==> src/rtl/miic_reg_seq.sv <==
// IIC register-access sequencer: turns one host read/write command into a short
// series of byte operations for an IIC byte engine, with a per-op timeout and engine reset.
module miic_reg_seq #(
  parameter int TIMEOUT    = 2000000,
  parameter int RST_CYCLES = 4
) (
  input  logic       clk,
  input  logic       rst_n,
  input  logic       cmd_valid,
  output logic       cmd_ready,
  input  logic       cmd_rnw,
  input  logic [6:0] cmd_addr,
  input  logic [7:0] cmd_reg,
  input  logic [7:0] cmd_wdata,
  output logic       rsp_valid,
  output logic [7:0] rsp_rdata,
  output logic       rsp_nack,
  output logic       rsp_timeout,
  output logic       busy,
  output logic       op_valid,
  output logic       op_start,
  output logic       op_stop,
  output logic       op_rnw,
  output logic [7:0] op_wr_data,
  input  logic [7:0] op_rd_data,
  input  logic       op_ack,
  input  logic       op_err,
  output logic       iic_rst
);

  localparam int CNT_W  = $clog2(TIMEOUT + 1);
  localparam int RCNT_W = (RST_CYCLES > 1) ? $clog2(RST_CYCLES) : 1;

  typedef enum logic [2:0] {IDLE, ISSUE, WAIT, GAP, RESET, DONE} state_t;

  typedef struct packed {
    logic       start;
    logic       stop;
    logic       rnw;
    logic [7:0] data;
  } op_t;

  // Byte-op table: writes are S+addr/W, reg, data+P; reads add a repeated start and a read+P.
  function automatic op_t op_fields(input logic rnw, input logic [6:0] addr,
                                    input logic [7:0] rg, input logic [7:0] wd,
                                    input logic [1:0] idx);
    op_t o;
    o = '0;
    case (idx)
      2'd0: begin o.start = 1'b1; o.data = {addr, 1'b0}; end
      2'd1: begin o.data = rg; end
      2'd2: begin
        if (rnw) begin o.start = 1'b1; o.data = {addr, 1'b1}; end
        else     begin o.stop  = 1'b1; o.data = wd; end
      end
      default: begin o.stop = 1'b1; o.rnw = 1'b1; o.data = 8'h00; end
    endcase
    return o;
  endfunction

  state_t              r_state;
  logic                r_rnw;
  logic [6:0]          r_addr;
  logic [7:0]          r_reg;
  logic [7:0]          r_wdata;
  logic [1:0]          r_idx;
  logic [CNT_W-1:0]    r_cnt;
  logic [RCNT_W-1:0]   r_rcnt;
  logic                r_nack;
  op_t                 r_op;
  logic                r_op_valid;
  logic                r_rsp_valid;
  logic [7:0]          r_rsp_rdata;
  logic                r_rsp_nack;
  logic                r_rsp_timeout;
  logic                r_iic_rst;
  logic                r_busy;

  logic w_cmd_ready;
  logic w_accept;
  logic w_last;
  logic w_nack_next;

  assign w_cmd_ready = (r_state == IDLE) && !r_iic_rst;
  assign w_accept    = cmd_valid && w_cmd_ready;
  assign w_last      = r_rnw ? (r_idx == 2'd3) : (r_idx == 2'd2);
  // NACK only means something on write-direction ops
  assign w_nack_next = r_nack | (op_err & ~r_op.rnw);

  always_ff @(posedge clk or negedge rst_n) begin
    if (!rst_n) begin
      r_state       <= IDLE;
      r_rnw         <= 1'b0;
      r_addr        <= '0;
      r_reg         <= '0;
      r_wdata       <= '0;
      r_idx         <= '0;
      r_cnt         <= '0;
      r_rcnt        <= '0;
      r_nack        <= 1'b0;
      r_op          <= '0;
      r_op_valid    <= 1'b0;
      r_rsp_valid   <= 1'b0;
      r_rsp_rdata   <= '0;
      r_rsp_nack    <= 1'b0;
      r_rsp_timeout <= 1'b0;
      r_iic_rst     <= 1'b0;
      r_busy        <= 1'b0;
    end else begin
      r_rsp_valid <= 1'b0;
      case (r_state)
        IDLE: begin
          if (w_accept) begin
            r_rnw      <= cmd_rnw;
            r_addr     <= cmd_addr;
            r_reg      <= cmd_reg;
            r_wdata    <= cmd_wdata;
            r_idx      <= 2'd0;
            r_nack     <= 1'b0;
            r_cnt      <= '0;
            r_op       <= op_fields(cmd_rnw, cmd_addr, cmd_reg, cmd_wdata, 2'd0);
            r_op_valid <= 1'b1;
            r_busy     <= 1'b1;
            r_state    <= ISSUE;
          end
        end
        ISSUE, WAIT: begin
          // An ack on the cycle the counter expires still counts as a normal ack
          if (op_ack) begin
            r_op_valid <= 1'b0;
            r_nack     <= w_nack_next;
            if (w_last) begin
              r_state       <= DONE;
              r_rsp_valid   <= 1'b1;
              r_rsp_nack    <= w_nack_next;
              r_rsp_timeout <= 1'b0;
              r_rsp_rdata   <= r_rnw ? op_rd_data : 8'h00;
            end else begin
              r_idx   <= r_idx + 2'd1;
              r_state <= GAP;
            end
          end else if (r_state == WAIT) begin
            r_cnt <= r_cnt + 1'b1;
            if (r_cnt == CNT_W'(TIMEOUT - 1)) begin
              r_op_valid <= 1'b0;
              r_iic_rst  <= 1'b1;
              r_rcnt     <= '0;
              r_state    <= RESET;
            end
          end else begin
            r_state <= WAIT;
          end
        end
        GAP: begin
          r_op       <= op_fields(r_rnw, r_addr, r_reg, r_wdata, r_idx);
          r_op_valid <= 1'b1;
          r_cnt      <= '0;
          r_state    <= ISSUE;
        end
        RESET: begin
          if (r_rcnt == RCNT_W'(RST_CYCLES - 1)) begin
            r_iic_rst     <= 1'b0;
            r_rsp_valid   <= 1'b1;
            r_rsp_nack    <= r_nack;
            r_rsp_timeout <= 1'b1;
            r_rsp_rdata   <= 8'h00;
            r_state       <= DONE;
          end else begin
            r_rcnt <= r_rcnt + 1'b1;
          end
        end
        DONE: begin
          r_busy  <= 1'b0;
          r_state <= IDLE;
        end
        default: r_state <= IDLE;
      endcase
    end
  end

  assign cmd_ready   = w_cmd_ready;
  assign busy        = r_busy;
  assign op_valid    = r_op_valid;
  assign op_start    = r_op.start;
  assign op_stop     = r_op.stop;
  assign op_rnw      = r_op.rnw;
  assign op_wr_data  = r_op.data;
  assign rsp_valid   = r_rsp_valid;
  assign rsp_rdata   = r_rsp_rdata;
  assign rsp_nack    = r_rsp_nack;
  assign rsp_timeout = r_rsp_timeout;
  assign iic_rst     = r_iic_rst;

endmodule

==> config.mk <==
export PLATFORM = sky130hd
export DESIGN_NAME = miic_reg_seq
export DESIGN_NICKNAME = d
export VERILOG_FILES = /design/src/rtl/miic_reg_seq.sv
export SDC_FILE = /design/constraint.sdc
export NUM_CORES = 1
export LEC_CHECK = 0
export CAP_MARGIN = 20
export CORE_MARGIN = 2
export CORE_UTILIZATION = 60
export DETAILED_ROUTE_END_ITERATION = 6
export DONT_BUFFER_PORTS = 1
export PLACE_DENSITY_LB_ADDON = 0.2
export SYNTH_ARGS = -nofsm -noshare
export SYNTH_HDL_FRONTEND = slang
export SYNTH_SLANG_ARGS = --single-unit
==> constraint.sdc <==
create_clock -name clk -period 2.5 [get_ports clk]
set_input_delay 0.375 -clock clk [delete_from_list [all_inputs] [get_ports clk]]
set_output_delay 0.375 -clock clk [all_outputs]
set_load 0.02 [all_outputs]
==> flow_metrics.env, run 1 <==
export IMPL_grt_antenna_before_repair=0
export IMPL_drtAntennaViolNets=0
export IMPL_wl_mm=8.19
export IMPL_n_antenna_cell=0
export IMPL_synth_top_area_share_pct=52.9
export IMPL_post_dp_hpwl_mm=5.36
export IMPL_worstPathRequired_ns=2.75
export IMPL_nets=431
export IMPL_synth_edff_count=0
export IMPL_first_pass_iters=5
export IMPL_drv_slew=0
export IMPL_reg2reg_to="r_cnt[9]"
export IMPL_clk_latency_ns=0.35
export IMPL_min_period_ns=2.18
export IMPL_synth_cells=385
export IMPL_clock_fmax_mhz=459
export IMPL_worstPathArrival_ns=2.43
export IMPL_reg2reg_from="iic_rst"
export IMPL_drc=0
export IMPL_largest_reg_flops=21
export IMPL_slew_headroom_pct=56.6
export IMPL_viasPerCell=6.12
export IMPL_crit_path_top_delay_cell="or4b_4"
export IMPL_pwr_density_cell_nw_per_um2=1120
export IMPL_syn2layout_area_growth_pct=8.42
export IMPL_coreArea_um2=5920
export IMPL_fin_setup_tns_ns=0
export IMPL_synthFlopType="dfrtp_1"
export IMPL_syn_avg_cell_area_um2=9.58
export IMPL_h_tree_depth=3
export IMPL_crit_end="r_cnt[9]"
export IMPL_cts_hold_buf=2
export IMPL_ir_drop_mv=0.679
export IMPL_numPortBuffers=0
export IMPL_whs_ns=0.122
export IMPL_max_stage_delay_ns=0.55
export IMPL_start_kind="flop"
export IMPL_utilization_pct=67.5
export IMPL_hold_path_class="in2reg"
export IMPL_drv_cap=0
export IMPL_grt_total_usage_pct=26.0
export IMPL_grt_ovfl_total=0
export IMPL_clock_sinks=78
export IMPL_outcome="complete, no violations"
export IMPL_cts_root_buf="clkbuf_8"
export IMPL_cts_buffers=9
export IMPL_pin_count=63
export IMPL_die_h_um=82.4
export IMPL_finalPower_mw=4.49
export IMPL_fin_cells=466
export IMPL_drt_iter0_drc=185
export IMPL_finalCritPeriodShare_pct=87.1
export IMPL_reg2reg_slack_ns=0.32
export IMPL_top_register="r_cnt"
export IMPL_grt_max_degree=79
export IMPL_r2r_cells=5
export IMPL_hold_viol=0
export IMPL_critPathKind="reg2reg"
export IMPL_finalClockSkew_ns=0.00794
export IMPL_p_leak_nw=1.85
export IMPL_grt_pass1_vias=2736
export IMPL_syn_num_nets=429
export IMPL_end_kind="flop"
export IMPL_die_w_um=82.4
export IMPL_layout_drive_gt1_share_pct=9.46
export IMPL_place_gp_congestion=0.853
export IMPL_rsz0062_at_grt="no"
export IMPL_path_clk_slew_ns=0.08
export IMPL_vias=2854
export IMPL_tightestPinTransition_ns=0.649
export IMPL_yosys_area_top_type="dfrtp_1"
export IMPL_post_drt_wl_per_cell_um=17.6
export IMPL_die_area_um2=6790
export IMPL_tritoncts="built"
export IMPL_dp_cells=449
export IMPL_syn_area_um2=3690
export IMPL_fp_row_count=28
export IMPL_crit_fanout=18
export IMPL_synthArstFlopShare_pct=100
export IMPL_final_common_cell="nand2_1"
export IMPL_synth_area_leaders="dfrtp_1, nand2_1, xnor2_1"
export IMPL_finalSetupViolCount=0
export IMPL_post_cts_resized=0
export IMPL_yosysSeqAreaShare_pct=52.9
export IMPL_cts_buffer_depth=2
export IMPL_final_cell_mix="nand2_1, dfrtp_1, nor2_1"
export IMPL_grt_pass1_wl_mm=13.1
export IMPL_cts_setup_buffers=0
export IMPL_ys_types=47
export IMPL_crit_start="iic_rst"
export IMPL_start_util_pct=62.3
export IMPL_path_cells="or4b_4 > a21boi_4 > nor3_1 > a21oi_1 > a31o_2"
export IMPL_synth_seq_cells=78
export IMPL_yosysWarnings=0
==> worst min-delay path by stage <==
stage          depth (start not counted)         start    endpoint
2_1_floorplan                          0         rst_n        busy
6_report                               2  cmd_wdata[4]  r_wdata[4]
3_3_place_gp                           0         rst_n    r_cnt[6]
3_5_place_dp                           0         rst_n    r_cnt[5]
5_1_grt                                2   cmd_addr[0]   r_addr[0]
4_1_cts                                2  cmd_wdata[4]  r_wdata[4]
==> Yosys cell counts (5+ instances only) <==
library cell and n:
nand4_1 7, ha_1 7, xnor2_1 15, a22oi_1 5, nor2_1 32, a21oi_1 9, nand2_1 108, dfrtp_1 78
o21ai_0 16, nor3_1 8, inv_1 6, a22o_1 9, nor4_1 7, clkbuf_1 15, a222oi_1 7, nand3_1 6
==> power breakdown <==
group | switching (mW) | leakage (nW) | internal [mW]
logic | 0.933 | 0.745 | 0.524
clock network | 0.471 | 0.0948 | 0.485
registers | 0.434 | 1.01 | 1.64
total | 1.84 | 1.85 | 2.65
==> through the flow <==
step / setup WS (ns) / area, um^2
6_report: 0.321 / 4000
5_1_grt: 0.192 / 4000
4_1_cts: 0.353 / 4000
3_5_place_dp: 0.361 / 3760
3_3_place_gp: 0.419 / 3760
2_1_floorplan: 0.545 / 3690
==> cells by family after synthesis <==
group | share of synthesized area [%]
compound gates | 13.5
xor+xnor | 3.56
fa+ha+maj | 2.38
buf+inv | 2.92
flops | 52.9
mux | 0.577
simple gates | 24.1
==> metal layers <==
layer	share of wire, %	GRT usage (%)
met5	0	0
met1	43	35.3
met3	6.4	5.33
met4	2.0	13.0
met2	48	39.8
==> layout make-up <==
class | count | area [um^2]
inverter | 6 | 22.5
timing repair buffer | 11 | 105
multi-input combinational | 281 | 1630
fill | 463 | 1920
clock buffer | 10 | 138
tap | 75 | 93.8
sequential | 78 | 1950
clock inverter | 5 | 58.8
==> worst max-delay path, delay by kind of cell (launching register included) <==
kind | cells | cell delay, ns
DFF | 1 | 0.51
and+or+nand+nor | 2 | 0.97
AOI/OAI and AO/OA | 3 | 0.59
(Power assumes the default switching activity.)
==> run 2, diff against run 1 <==
--- a/config.mk
+++ b/config.mk
@@ -6,5 +6,5 @@
 export NUM_CORES = 1
 export LEC_CHECK = 0
-export CAP_MARGIN = 20
+export CAP_MARGIN = 5
 export CORE_MARGIN = 2
 export CORE_UTILIZATION = 60
==> constraint.sdc (replaced) <==
create_clock -name clk -period 2.5 [get_ports clk]
set_input_delay 0.375 -clock clk [delete_from_list [all_inputs] [get_ports clk]]
set_output_delay 0.375 -clock clk [all_outputs]
set_load 0.1 [all_outputs]
==> run 2 against run 1 <==
  * Sequential power grew 32%
  * Total power rose by 18%
  * Fmax is 4.2% higher
  * Count of clock-buffer cells in the layout rose by 1
  * Via count is 0.28% lower
==> flow_metrics.env, run 2 (synthesis results as in run 1) <==
export IMPL_grt_ovfl_total=0
export IMPL_min_period_ns=2.09
export IMPL_grt_pass1_wl_mm=12.6
export IMPL_place_gp_congestion=0.843
export IMPL_path_delay_family="simple AND/OR/NAND/NOR gates"
export IMPL_start_kind="flop"
export IMPL_utilization_pct=68.0
export IMPL_start_util_pct=62.3
export IMPL_max_stage_delay_ns=0.57
export IMPL_dp_cells=455
export IMPL_grt_antenna_before_repair=0
export IMPL_finalCritPeriodShare_pct=83.6
export IMPL_final_common_cell="nand2_1"
export IMPL_pwr_density_cell_nw_per_um2=1320
export IMPL_hold_path_class="in2reg"
export IMPL_slew_headroom_pct=38.1
export IMPL_tritoncts="built"
export IMPL_grt_pass1_vias=2640
export IMPL_coreArea_um2=5920
export IMPL_p_leak_nw=1.87
export IMPL_grt_max_degree=79
export IMPL_pin_count=63
export IMPL_clock_fmax_mhz=478
export IMPL_cts_buffer_depth=2
export IMPL_crit_buf_inv=0
export IMPL_fin_cells=472
export IMPL_largest_reg_flops=21
export IMPL_drv_slew=0
export IMPL_n_antenna_cell=0
export IMPL_clk_latency_ns=0.35
export IMPL_cts_root_buf="clkbuf_8"
export IMPL_nets=437
export IMPL_critPathKind="reg2reg"
export IMPL_crit_fanout=18
export IMPL_finalSetupViolCount=0
export IMPL_h_tree_depth=3
export IMPL_outcome="complete, no violations"
export IMPL_dr_wl_met3_um=528
export IMPL_finalClockSkew_ns=0.0118
export IMPL_crit_path_top_delay_cell="or4b_4"
export IMPL_tightestPinTransition_ns=0.928
export IMPL_drc=0
export IMPL_clock_sinks=78
export IMPL_wl_met1_mm=3.47
export IMPL_worstPathArrival_ns=2.33
export IMPL_die_area_um2=6790
export IMPL_die_h_um=82.4
export IMPL_wl_mm=7.89
export IMPL_fp_row_count=28
export IMPL_path_cells="or4b_4 > a21boi_4 > nor3_1 > a21oi_1 > a31o_2"
export IMPL_ir_drop_mv=1.11
export IMPL_rsz0062_at_grt="no"
export IMPL_layout_drive_gt1_share_pct=10.8
export IMPL_final_cell_mix="nand2_1, dfrtp_1, nor2_1"
export IMPL_numPortBuffers=0
export IMPL_post_dp_hpwl_mm=5.41
export IMPL_drtAntennaViolNets=0
export IMPL_fin_setup_tns_ns=0
export IMPL_n_fill_cell=475
export IMPL_first_pass_iters=6
export IMPL_syn2layout_area_growth_pct=9.20
export IMPL_wl_met2_mm=3.75
export IMPL_post_drt_wl_per_cell_um=16.7
export IMPL_end_kind="flop"
export IMPL_hold_viol=0
export IMPL_worstPathRequired_ns=2.74
export IMPL_grt_total_usage_pct=24.7
export IMPL_drv_cap=0
export IMPL_top_register="r_cnt"
export IMPL_vias=2846
export IMPL_drt_iter0_drc=260
export IMPL_die_w_um=82.4
export IMPL_cts_buffers=9
export IMPL_dr_max_layer_used="met4"
export IMPL_viasPerCell=6.03
export IMPL_path_clk_slew_ns=0.08
## run 2: cell count changes in the layout (fill, tap and decap cells not counted), sizes merged
cell | before | now
buf | 10 | 16
bufinv | 1 | 0
clkbuf | 10 | 11
clkinv | 1 | 4
clkinvlp | 2 | 0
inv | 7 | 6
## run 2: worst paths after layout
check	from	end	slack [ns]	cells past startpoint
hold / removal	cmd_wdata[5]	r_wdata[5]	0.13	2
setup / recovery	r_state[1]	r_cnt[13]	0.41	5
max in group asynchronous	rst_n	rsp_valid	1.61	2
setup reg to reg	r_state[1]	r_cnt[13]	0.41	5
hold reg to reg	r_wdata[5]	r_wdata[5]	0.48	2
min in group asynchronous	rst_n	r_state[1]	0.56	2
## run 2: power breakdown
part	total [mW]	switching [mW]	internal [mW]
combinational	1.76	1.19	0.574
clock	0.819	0.440	0.379
sequential	2.73	1.11	1.62
total	5.31	2.73	2.57
## run 2: layout make-up
type                    count  area (um^2)  share of cell area, %
repair buffers             17          150                   3.73
clock buffers              11          141                   3.51
inverters                   6         22.5                  0.559
flip-flops and latches     78         1950                   48.5
multi-input cells         281         1640                   40.8
clock inverters             4         23.8                  0.590
well taps                  75         93.8                   2.33
## run 2: metrics by stage
step | area (um^2) | setup WS (ns) | hold WS [ns] | total power [mW]
floorplan | 3700 | 0.105 | 0.0794 | 4.05
global placement | 3820 | 0.523 | 0.0818 | 4.43
detailed placement | 3820 | 0.458 | 0.0810 | 4.49
CTS | 4030 | 0.450 | 0.118 | 5.34
global route | 4030 | 0.297 | 0.127 | 5.60
finish | 4030 | 0.410 | 0.129 | 5.31
## run 2: repair_timing
| action | in CTS | in global routing |
|---|---|---|
| hold buffers | 2 | 0 |
| gates resized for setup | 0 | 0 |
| endpoints found under the hold margin | 78 | 0 |
| buffers inserted | 0 | 0 |
| endpoints found under the setup margin | 0 | 0 |
## run 2: layer usage
metal  global-route usage (%)  vias up
met2                     37.5       99
met1                     33.9     1374
met4                     11.0        0
met5                        0        -
li1                         -     1359
met3                     5.98       14
